`config.mk`:
```
export PLATFORM = sky130hd
export DESIGN_NAME = vec_golden_mem
export DESIGN_NICKNAME = d
export VERILOG_FILES = /design/src/rtl/vec_golden_mem.sv
export SDC_FILE = /design/constraint.sdc
export NUM_CORES = 1
export LEC_CHECK = 0
export CORE_AREA = 2 2 39 41
export DETAILED_ROUTE_END_ITERATION = 6
export DIE_AREA = 0 0 41 43
export PLACE_DENSITY_LB_ADDON = 0.05
export RECOVER_POWER = 50
export SLEW_MARGIN = 20
export SYNTH_ARGS = -nofsm -noshare
export SYNTH_HDL_FRONTEND = slang
export SYNTH_SLANG_ARGS = --single-unit
```
`constraint.sdc`:
```
create_clock -name clk -period 3.2 [get_ports clk]
set_input_delay 0.64 -clock clk [delete_from_list [all_inputs] [get_ports clk]]
set_output_delay 0.64 -clock clk [all_outputs]
set_load 0.01 [all_outputs]
```
`src/rtl/vec_golden_mem.sv`:
```
// Golden vector store: one write port and an asynchronous read port.
// With VEC_RESP_CHECKER_MASK_EN defined, it also holds a parallel don't-care mask.
module vec_golden_mem #(
    parameter int W     = 1,
    parameter int DEPTH = 8,
    parameter int AW    = 3
) (
    input  logic          clk,
    input  logic          we,
    input  logic [AW-1:0] waddr,
    input  logic [W-1:0]  wdata,
`ifdef VEC_RESP_CHECKER_MASK_EN
    input  logic [W-1:0]  wmask,
    output logic [W-1:0]  rmask,
`endif
    input  logic [AW-1:0] raddr,
    output logic [W-1:0]  rdata
);

    logic [W-1:0] data_r [DEPTH];
`ifdef VEC_RESP_CHECKER_MASK_EN
    logic [W-1:0] mask_r [DEPTH];
`endif

    // Write port: contents are never reset, so goldens survive a run abort.
    always_ff @(posedge clk) begin
        if (we) begin
            data_r[waddr] <= wdata;
`ifdef VEC_RESP_CHECKER_MASK_EN
            mask_r[waddr] <= wmask;
`endif
        end
    end

    assign rdata = data_r[raddr];
`ifdef VEC_RESP_CHECKER_MASK_EN
    assign rmask = mask_r[raddr];
`endif

endmodule

```
==> impl_metrics.yaml, run 1 <==
synth:
  synth_nets: 33
  synth_commonest_cells: "edfxtp_1, nor2_1, nand2b_1"
  ys.flop_type: "edfxtp_1"
  syn_area_sq_um: 363
  synth_edf_count: 8
  postSynth.asyncResetShare_pct: 0
  netlist.area_leader.share_pct: 66.2
  ys_top_cells_by_area: "edfxtp_1, mux4_1, nor2_1, nand2b_1, mux2_2"
  seq_area_frac_synth_pct: 66.2
  ys_warn_count: 0
  yosys.area.top_type: "edfxtp_1"
  ys_seq_elements: 8
  ys_types: 7
  syn_inst: 24
  synth.most_common_cell: "edfxtp_1"
  syn_area_per_cell_sq_um: 15.1
drt:
  wire_per_inst_um: 10.7
  ant_nets: 0
  detail_route.iter0.violations: 4
  drc_errors: 0
  routed_wl_um: 556
  num_vias: 235
  avgViaCountPerCell: 4.52
  first_pass_iters: 2
sta:
  maxSlewHeadroom_pct: 83.2
  worst_pin_slew_ns: 0.252
  period_minus_slack_ns: 3.10
  timing.final.max_slew_violations: 0
  tns_ns: 0
  setup-violations-final: 0
  period_share_pct: 97.0
  grt_setup_unrepaired: "false"
  hold_violations: 0
  max_freq_mhz: 322
power:
  p_int_mw: 0.178
  p_clk_share_pct: 34.4
  seqPwrFrac_pct: 53.9
  p_per_area_mw_per_mm2: 448
  leakagePower_nw: 0.169
  p_sw_share_pct: 19.7
  power.switching_mw: 0.0437
  peakVddDrop_v: 0.000169
  combPwrFrac_pct: 11.7
clock_network:
  hold_buffers: 0
  clockBufferDepth: 2
  cts_made_buffers: 3
  cts_tree: "built"
  cts_sinks: 8
  cts_setup_buffers: 0
  cts_resized: 0
  cts_root_buffer: "clkbuf_4"
  clkTransAtPathRegs_ns: 0.05
  ctsHtreeMaxLevel: 1
floorplan:
  start_util_pct: 26.2
  core.rowCount: 14
  die-area_sq_mm: 0.00176
  core_area_sq_mm: 0.00138
  die_h_um: 43
  io-pin-count: 10
  fp.dieW_um: 41
setup_path:
  crit_required_ns: 2.56
  cp.arrival_ns: 2.46
  cp-end-kind: "primary output"
  critPathLaunchType: "primary input"
  cp_max_fo: 2
  crit_type: "in -> out"
final_layout:
  largest_reg_flops: 8
  reg_top3: "data_r (8)"
  largest-register: "data_r"
  post-route-cell-area_sq_um: 495
  num_antenna_cells: 0
  area_growth_pct: 36.6
  layout-drive-gt1-share_pct: 11.1
  layout.nets: 47
  n_fill_cell: 130
place:
  dp.final_hpwl_um: 423
  postPlaceCellArea_sq_um: 473
  io_buffers: 9
  gp_congestion: 0.622
grt:
  grt_max_degree: 9
  antenna_found_initial: 0
  grt_pass1_vias: 249
  grt_usage_pct: 8.68
  overflow: 0
  grt_pass1_wl_um: 917
worst_hold_path:
  holdPathStages: 2
  min_path_type: "in -> reg"
job:
  maxCapViolCount: 0
status:
  outcome: "finished, final reports clean"
==> metrics by stage <==
step,total power [mW],util (%),hold slack (ns),cells,setup WS [ns]
after floorplan,0.131,-,0.739,24,1.12
after global placement,0.148,34.2,1.39,49,0.129
after detailed placement,0.148,34.2,1.41,49,0.0897
after CTS,0.226,35.8,1.14,52,0.0803
after global routing,0.234,35.8,1.19,52,0.0485
final,0.222,35.8,1.16,52,0.0962
==> worst paths after layout <==
check                 from                   to  slack, ns
hold / removal    waddr[0]  data_r[0]$_DFFE_PP_       1.16
setup / recovery  raddr[0]                rdata        0.1
==> area by class of cell <==
type,count,area (sq um),area share (%)
multi-input combinational,16,123,24.7
tap,16,20.0,4.04
clock buffer,3,22.5,4.55
timing repair buffer,9,90.1,18.2
sequential,8,240,48.5
==> logic make-up (layout without fill, tap and decap cells) <==
family	Yosys count	in the layout	share of synthesized area [%]
DFF	8	8	66.2
buffers and inverters	0	12	0
and+or+nand+nor	13	13	16.2
muxes	3	3	17.6
==> per-layer routing <==
layer  wire length [um]  global-route usage, %
met2                264                   10.9
met3                 45                   3.14
met5                  0                      0
met1                236                   8.84
met4                 10                   12.0
==> power by group through the flow <==
stage	Sequential (mW)	Clock, mW	Combinational [mW]
after CTS	0.120	0.0798	0.0265
final	0.120	0.0764	0.0259
after global routing	0.120	0.0852	0.0285
after detailed placement	0.122	0	0.0264
after global placement	0.122	0	0.0258
after floorplan	0.121	0	0.00985
==> placed cells by master (no fill, tap or decap) <==
cell and n:
clkdlybuf4s50_1 8, nand2_1 2, mux2_2 1, edfxtp_1 8, mux4_1 2, dlygate4sd3_1 1
nor2_1 6, nand2b_1 3, clkbuf_4 3, nor3_1 2
==> worst max-delay path: stages <==
cell and delay (ns):
clkdlybuf4s50_1 0.51, mux4_1 0.56, mux2_2 0.27, clkdlybuf4s50_1 0.47
No activity file was read; power rests on OpenSTA's default activity.
==> run 2: changes to the inputs <==
--- a/config.mk
+++ b/config.mk
@@ -8,7 +8,6 @@
 export CORE_AREA = 2 2 39 41
 export DETAILED_ROUTE_END_ITERATION = 6
 export DIE_AREA = 0 0 41 43
-export PLACE_DENSITY_LB_ADDON = 0.05
 export RECOVER_POWER = 50
 export SLEW_MARGIN = 20
 export SYNTH_ARGS = -nofsm -noshare
==> impl_metrics.yaml, run 2 (same netlist as run 1, synthesis figures left out) <==
floorplan:
  die-area_sq_mm: 0.00176
  io-pin-count: 10
  start_util_pct: 26.2
  core.rowCount: 14
  die_h_um: 43
  core_area_sq_mm: 0.00138
  fp.dieW_um: 41
clock_network:
  cts_tree: "built"
  cts_made_buffers: 3
  clkTransAtPathRegs_ns: 0.05
  ctsHtreeMaxLevel: 1
  clockBufferDepth: 2
  cts_root_buffer: "clkbuf_4"
  cts_sinks: 8
  hold_buffers: 0
  cts_setup_buffers: 0
  cts_resized: 0
setup_path:
  path_buf_inv: 2
  cp_max_fo: 2
  crit_path_end: "rdata"
  critPathTopFamily: "buffers and inverters"
  path_common_cell: "clkdlybuf4s50_1"
  critPathLaunchType: "primary input"
  crit_cells: 4
  critPathLaunch: "raddr[0]"
  crit_type: "in -> out"
  cp.arrival_ns: 2.48
  crit_chain: "clkdlybuf4s50_1, mux4_1, mux2_2, clkdlybuf4s50_1"
  critical_path.max_stage_delay_ns: 0.57
  cp-end-kind: "primary output"
  crit_required_ns: 2.56
  crit_slowest_cell: "mux4_1"
grt:
  grt_usage_pct: 8.79
  grt_pass1_wl_um: 917
  grt_max_degree: 9
  overflow: 0
  antenna_found_initial: 0
  grt_pass1_vias: 236
drt:
  avgViaCountPerCell: 4.63
  first_pass_iters: 2
  num_vias: 241
  wire_per_inst_um: 11.2
  ant_nets: 0
  routed_wl_um: 581
  drc_errors: 0
  detail_route.iter0.violations: 3
status:
  outcome: "finished, final reports clean"
sta:
  hold_ws_ns: 1.17
  timing.final.max_slew_violations: 0
  maxSlewHeadroom_pct: 85.1
  tns_ns: 0
  period_share_pct: 97.4
  setup-violations-final: 0
  period_minus_slack_ns: 3.12
  worst_pin_slew_ns: 0.222
  setup_slack_ns: 0.0824
  grt_setup_unrepaired: "false"
  hold_violations: 0
  max_freq_mhz: 321
power:
  p_per_area_mw_per_mm2: 440
  peakVddDrop_v: 0.000149
  power_mw: 0.218
  leakagePower_nw: 0.169
final_layout:
  final_cell_mix: "edfxtp_1, clkdlybuf4s50_1, nor2_1"
  area_growth_pct: 36.6
  num_antenna_cells: 0
  post-route-cell-area_sq_um: 495
  largest_reg_flops: 8
  stdcell_count: 52
  finish.utilization_pct: 35.8
  layout-drive-gt1-share_pct: 11.1
  largest-register: "data_r"
  reg_top3: "data_r (8)"
  layout.nets: 47
  n_fill_cell: 139
place:
  io_buffers: 9
  gp_congestion: 0.581
  dp.final_hpwl_um: 495
  dpl.cell_count: 49
  pre_cts_slack_ns: 0.0767
  postPlaceCellArea_sq_um: 473
worst_hold_path:
  min_path_type: "in -> reg"
job:
  maxCapViolCount: 0
run 2: cell counts in the layout (fill, tap and decap cells not counted):
Identical to the previous run, type by type.
run 2: worst min-delay path by stage:
| stage | start | endpoint | cells past startpoint |
|---|---|---|---|
| finish | waddr[2] | data_r[7]$_DFFE_PP_ | 3 |
| floorplan | wdata | data_r[0]$_DFFE_PP_ | 0 |
| CTS | wdata | data_r[2]$_DFFE_PP_ | 1 |
| global route | waddr[0] | data_r[4]$_DFFE_PP_ | 2 |
| global placement | wdata | data_r[7]$_DFFE_PP_ | 1 |
| detailed placement | wdata | data_r[2]$_DFFE_PP_ | 1 |
run 2: area by class of cell:
class                           instances  area [sq um]  area share [%]
Timing Repair Buffer                    9          90.1            18.2
Sequential cell                         8           240            48.5
Clock buffer                            3          22.5            4.55
Multi-Input combinational cell         16           123            24.7
Tap cell                               16          20.0            4.04
run 2: per-layer routing:
metal  wire length [um]  global-route usage [%]
met1                203                    8.19
met2                340                    13.8
met3                 37                    3.14
met4                  0                    8.00
met5                  0                       0
run 2: report_power, final:
part / switching [mW] / total [mW] / internal [mW]
registers: 0.000835 / 0.120 / 0.119
clock network: 0.0298 / 0.0724 / 0.0426
logic: 0.00941 / 0.0258 / 0.0164
total: 0.0401 / 0.218 / 0.178
